[config.mk]
export PLATFORM = sky130hd
export DESIGN_NAME = scoreboard
export DESIGN_NICKNAME = d
export VERILOG_FILES = /design/src/rtl/scoreboard.sv
export SDC_FILE = /design/constraint.sdc
export NUM_CORES = 2
export LEC_CHECK = 0
export CAP_MARGIN = 40
export CORE_MARGIN = 5
export CORE_UTILIZATION = 35
export DETAILED_ROUTE_END_ITERATION = 16
export PLACE_DENSITY_LB_ADDON = 0.12
export SLEW_MARGIN = 20
export SYNTH_ARGS = -nofsm -noshare
export SYNTH_HDL_FRONTEND = slang
export SYNTH_SLANG_ARGS = --single-unit
[constraint.sdc]
create_clock -name clk -period 42.8 [get_ports clk]
set_clock_uncertainty 0.05 [all_clocks]
set_input_delay 4.28 -clock clk [delete_from_list [all_inputs] [get_ports clk]]
set_output_delay 4.28 -clock clk [all_outputs]
set_load 0.05 [all_outputs]
[src/rtl/scoreboard.sv]
// scoreboard: in-order issue/commit window. Holds issued instructions in a
// circular buffer, collects out-of-order FU writebacks by transaction ID,
// presents the oldest finished entry to commit and answers RAW queries.

package scoreboard_pkg;
   typedef enum logic [2:0] {
      FU_NONE   = 3'd0,
      FU_ALU    = 3'd1,
      FU_LSU    = 3'd2,
      FU_MULT   = 3'd3,
      FU_CSR    = 3'd4,
      FU_BRANCH = 3'd5
   } fu_t;

   typedef struct packed {
      logic        valid;
      logic [31:0] pc;
      fu_t         fu;
      logic [7:0]  op;
      logic [4:0]  rs1;
      logic [4:0]  rs2;
      logic [4:0]  rd;
      logic [31:0] result;
   } decoder_t;
endpackage

module scoreboard
   import scoreboard_pkg::*;
#(
   parameter int NR_ENTRIES  = 8,
   parameter int NR_WB_PORTS = 4,
   localparam int ID_W       = $clog2(NR_ENTRIES)
) (
   input  logic                                  clk,
   input  logic                                  rst,
   input  logic                                  flush,
   input  logic                                  issue_valid,
   output logic                                  issue_ready,
   input  decoder_t                              issue_instr,
   output logic [ID_W-1:0]                       issue_id,
   input  logic [NR_WB_PORTS-1:0]                wb_valid,
   input  logic [NR_WB_PORTS-1:0][ID_W-1:0]      wb_id,
   input  logic [NR_WB_PORTS-1:0][31:0]          wb_result,
   output decoder_t                              commit_instr,
   input  logic                                  commit_ack,
   input  logic [1:0][4:0]                       rs_addr,
   output logic [1:0]                            rs_busy,
   output logic [1:0]                            rs_fwd_valid,
   output logic [1:0][31:0]                      rs_fwd_data,
   output logic                                  sb_empty
);

   localparam int CNT_W = ID_W + 1;

   // Pointers wrap naturally at ID_W bits; count disambiguates full vs empty.
   logic [ID_W-1:0]       r_head;
   logic [ID_W-1:0]       r_tail;
   logic [CNT_W-1:0]      r_count;
   logic [NR_ENTRIES-1:0] r_occ;
   logic [NR_ENTRIES-1:0] r_done;
   decoder_t              r_mem [NR_ENTRIES];

   logic                  w_enq;
   logic                  w_deq;
   decoder_t              w_enq_instr;
   logic [ID_W-1:0]       w_idx;

   // Issue handshake is independent of a same-cycle commit to keep the ready path short.
   always_comb begin
      issue_ready = (r_count != CNT_W'(NR_ENTRIES)) & ~flush;
      issue_id    = r_tail;
      sb_empty    = (r_count == '0);
      w_enq       = issue_valid & issue_ready;
      w_enq_instr        = issue_instr;
      w_enq_instr.valid  = 1'b0;
      w_enq_instr.result = '0;
   end

   // Head entry goes to commit once its result is in; no writeback bypass.
   always_comb begin
      commit_instr       = r_mem[r_head];
      commit_instr.valid = r_occ[r_head] & r_done[r_head];
      w_deq              = commit_ack & commit_instr.valid;
   end

   // Window state: flush acts as a synchronous reset and overrides everything else.
   always_ff @(posedge clk or posedge rst) begin
      if (rst) begin
         r_head  <= '0;
         r_tail  <= '0;
         r_count <= '0;
         r_occ   <= '0;
         r_done  <= '0;
         for (int i = 0; i < NR_ENTRIES; i++) r_mem[i] <= '0;
      end else if (flush) begin
         r_head  <= '0;
         r_tail  <= '0;
         r_count <= '0;
         r_occ   <= '0;
         r_done  <= '0;
         for (int i = 0; i < NR_ENTRIES; i++) r_mem[i] <= '0;
      end else begin
         if (w_enq) begin
            r_mem[r_tail]  <= w_enq_instr;
            r_occ[r_tail]  <= 1'b1;
            r_done[r_tail] <= 1'b0;
            r_tail         <= r_tail + 1'b1;
         end
         // Ascending port order: the highest port targeting an ID wins.
         // Only already-occupied slots accept results, so a slot being
         // enqueued this cycle can never collide with a writeback.
         for (int p = 0; p < NR_WB_PORTS; p++) begin
            if (wb_valid[p] && r_occ[wb_id[p]]) begin
               r_done[wb_id[p]]       <= 1'b1;
               r_mem[wb_id[p]].result <= wb_result[p];
            end
         end
         // A full buffer blocks issue, so head and tail never alias here.
         if (w_deq) begin
            r_occ[r_head]  <= 1'b0;
            r_done[r_head] <= 1'b0;
            r_head         <= r_head + 1'b1;
         end
         case ({w_enq, w_deq})
            2'b10:   r_count <= r_count + 1'b1;
            2'b01:   r_count <= r_count - 1'b1;
            default: r_count <= r_count;
         endcase
      end
   end

   // RAW lookup walks oldest to youngest so the last match is the youngest producer.
   always_comb begin
      rs_busy      = '0;
      rs_fwd_valid = '0;
      rs_fwd_data  = '0;
      w_idx        = '0;
      for (int k = 0; k < 2; k++) begin
         for (int i = 0; i < NR_ENTRIES; i++) begin
            w_idx = r_head + ID_W'(i);
            if (r_occ[w_idx] && (rs_addr[k] != 5'd0) && (r_mem[w_idx].rd == rs_addr[k])) begin
               rs_busy[k]      = 1'b1;
               // CSR results are only architecturally valid at commit.
               rs_fwd_valid[k] = r_done[w_idx] && (r_mem[w_idx].fu != FU_CSR);
               rs_fwd_data[k]  = r_mem[w_idx].result;
            end
         end
      end
   end

endmodule

==> results.md <==
* Outcome: finished clean
* Largest net degree at the start of global routing at 186
* Startpoint types: primary input
* Worst Tran Pin Value at 1.15 ns
* Max Cap Viol at 0
* Global-route wire length before repair at between 400000 and 500000 um
* DR WL/cell at between 30 and 40 um
* Ys flop type: dfrtp_1
* Worst path slowest cell: clkdlybuf4s50_1
* Htree depth at 3
* Crit-path leading delay family: buffers and inverters
* Initial Utilization at between 30% and 40%
* DRT met1 WL at around 110000 um
* Cells after DPL at 9260
* Crit-path cells: clkdlybuf4s50_1, or4_1, nor2_2, nor2_1, mux2i_1, buf_4, or2_1, o21bai_4, buf_4, a211oi_1, a211oi_1, o22ai_1, clkdlybuf4s50_1
* CP bufs+invs at 4
* All-layer global routing usage at between 30% and 40%
* Final WL at slightly above 300000 um
* I/O Buffers at 380
* TritonCTS Sinks at between 700 and 800
* Post-synth EDFFs at 0
* CTS Hold Bufs at 0
* Final setup TNS at 0 ns
* Share of layout cells above drive strength 1 at 14.2%
* Die area at about 0.18 sq mm
* Seq/Total Area, Yosys at 30.5%
* Met2 wire length at approximately 130000 um
* Crit Path Max Fanout at 15
* Die X at approximately 430 um
* Total global routing overflow at 0
* Commonest non-fill, non-tap cell in the layout: nand2_1
* Critical Path AT at between 9 and 10 ns
* Core area at 0.174 sq mm
* Vias at about 60000
* Maximum clock frequency at 70.3 MHz
* Unique masters post-synth at 86
* Layout area overhead at 15.7%
* DR iter-0 viols at about 7500
* # DRC at 0
* Top Metal Used: met5
* Power Density at roughly 25 mW/mm^2
* Final hold violation count at 0
* Clock Tree Buf Depth at 3
* IO Count at 414
* Nets at 7300
* DR WL met3 at 29100 um
* Critical path data required time at a little under 40 ns
* Synthesized flop and latch total at between 700 and 800
* Skew-Pair Late Insertion Delay at about 0.74 ns
* Total CTS buffers at 95
* Synth Area per Inst at ~8.6 sq um
* Root Buffer Master: clkbuf_16
* Critical Path Max Stage Delay at 0.99 ns
* Peak supply drop at ~0.032 mV
* Via density at 6.36
* DR pass1 iterations at 6
* Cell area after synthesis at slightly above 0.06 sq mm
* Ys async rst share at 100%
* Fin Hold WS at roughly 0.46 ns
* Critical Path Sink Type: primary output
* Post-DP HPWL at 194000 um
* Final Wtd Congestion at ~0.94
* Post-route antenna net violation count at 0
* Final Setup Violations at 0
* Headroom to the max-slew limit at roughly a quarter
* Vias in the first global route at ~58000
* CTS tree: done
* Fin cells at about 9500
* Die Height at roughly 430 um
* Hold WC Path Type: reg -> reg
* RSZ-0062 raised after global routing: no
* Final worst path period share at between 30% and 40%
* Fin crit period at about 14 ns
* Setup Fix Bufs, Post-CTS at 0
* Synth Warn # at 0
* Core Rows at between 150 and 200
* Crit Path Category: in -> out
* Pleak at 27.0 nW
* # resized after CTS at 0
* Max-slew violations at 0
* Commonest cells after routing, fill and taps aside: nand2_1 (1421), dfrtp_1 (743), nor2_1 (617)
* Post-Syn Nets at ~7400
* Clock-pin slew on the worst setup and hold paths at ~0.060 ns
* Antenna violations before repair at 45
* Post-Synthesis Cells at about 7000
per-layer routing:
layer	vias to the layer above	track usage (%)
met3	913	7.39
met1	30000	39.9
met4	20	21.8
li1	25800	-
met5	-	0
met2	3654	48.4
state kept, by name, indices dropped and copies added (netlist names):
register	cells
r_head	3
r_occ	8
issue_id	3
r_done	8
r_count	4
r_mem	720
per-stage QoR:
step                setup slack, ns  power (mW)  instance area, sq um  utilization (%)
finish                        28.57        1.78                 70800             40.7
global route                  28.55        1.84                 70800             40.7
CTS                           28.73        1.80                 70500             40.6
detailed placement            28.69       0.933                 67200             38.7
global placement              28.48       0.929                 65900             37.9
floorplan                     17.54       0.847                 61200                -
power by group:
group          internal (mW)  switching [mW]  leakage [nW]  total, mW
sequential             0.717          0.0127          10.4      0.730
clock                  0.498           0.361          1.62      0.859
combinational         0.0665           0.128          15.0      0.195
total                   1.28           0.502          27.0       1.78
path summary, 6_finish.rpt:
path / from / end / slack (ns) / cells past startpoint
setup / recovery: rs_addr[8] / rs_fwd_data[60] / 28.57 / 13
setup reg to reg: r_head[0] / r_count[3] / 36.96 / 17
hold / removal: r_mem[505] / r_mem[505] / 0.46 / 2
min in group asynchronous: rst / r_mem[507] / 3.99 / 2
max in group asynchronous: rst / r_mem[308] / 35.97 / 8
hold reg to reg: r_mem[505] / r_mem[505] / 0.46 / 2
tightest hold or removal path, stage by stage (launching register included):
cell	delay (ns)
dfrtp_1	0.34
nand3b_1	0.08
nand2_1	0.07
kinds of logic (layout without fill, tap and decap cells):
family / after synthesis / count (layout) / synth area share (%)
AOI/OAI and AO/OA: 1756 / 1756 / 18.1
xor gates and xnor gates: 86 / 86 / 1.29
adders and majority gates: 10 / 10 / 0.217
buffers and inverters: 889 / 858 / 6.43
DFF: 746 / 746 / 30.5
muxes: 791 / 791 / 22.7
other: 0 / 34 / 0
and+or+nand+nor: 2870 / 2870 / 20.7
cells in the mapped netlist (9+ instances only):
master,n,area [sq um]
o31a_1,17,149
buf_2,108,541
a21o_1,13,97.6
nor2_1,631,2370
nor4_1,12,75.1
mux4_2,467,10500
o221ai_1,28,245
nor3_1,201,1010
nand2b_1,126,788
clkbuf_1,532,2000
a211o_1,22,193
buf_1,61,229
nor2b_1,11,68.8
o211ai_1,221,1660
mux2i_1,243,2430
nor4b_1,12,105
buf_4,89,668
ha_1,9,113
xor2_1,22,193
dfrtp_1,746,18700
a31oi_1,73,457
and3_1,9,56.3
inv_1,73,274
o21ai_0,385,1930
or3_1,24,150
nand4_1,16,100
a221oi_1,10,87.6
o22ai_1,35,219
a21oi_1,502,2510
xnor2_1,61,534
o2bb2ai_1,22,193
buf_6,16,180
nand2_1,1428,5360
nor3b_1,102,766
nand3_1,171,856
mux2_1,15,169
mux2_2,61,687
or2_2,9,56.3
a211oi_1,365,2740
nand3b_1,78,586
area by class of cell:
type / count / area, sq um
inverters: 76 / 298
diodes: 34 / 85.1
fillers: 17400 / 103000
multi-input cells: 5513 / 39000
clock inverters: 35 / 523
flip-flops and latches: 746 / 18700
well taps: 2325 / 2910
clock buffers: 139 / 2780
repair buffers: 608 / 6490
(Power assumes the default switching activity.)
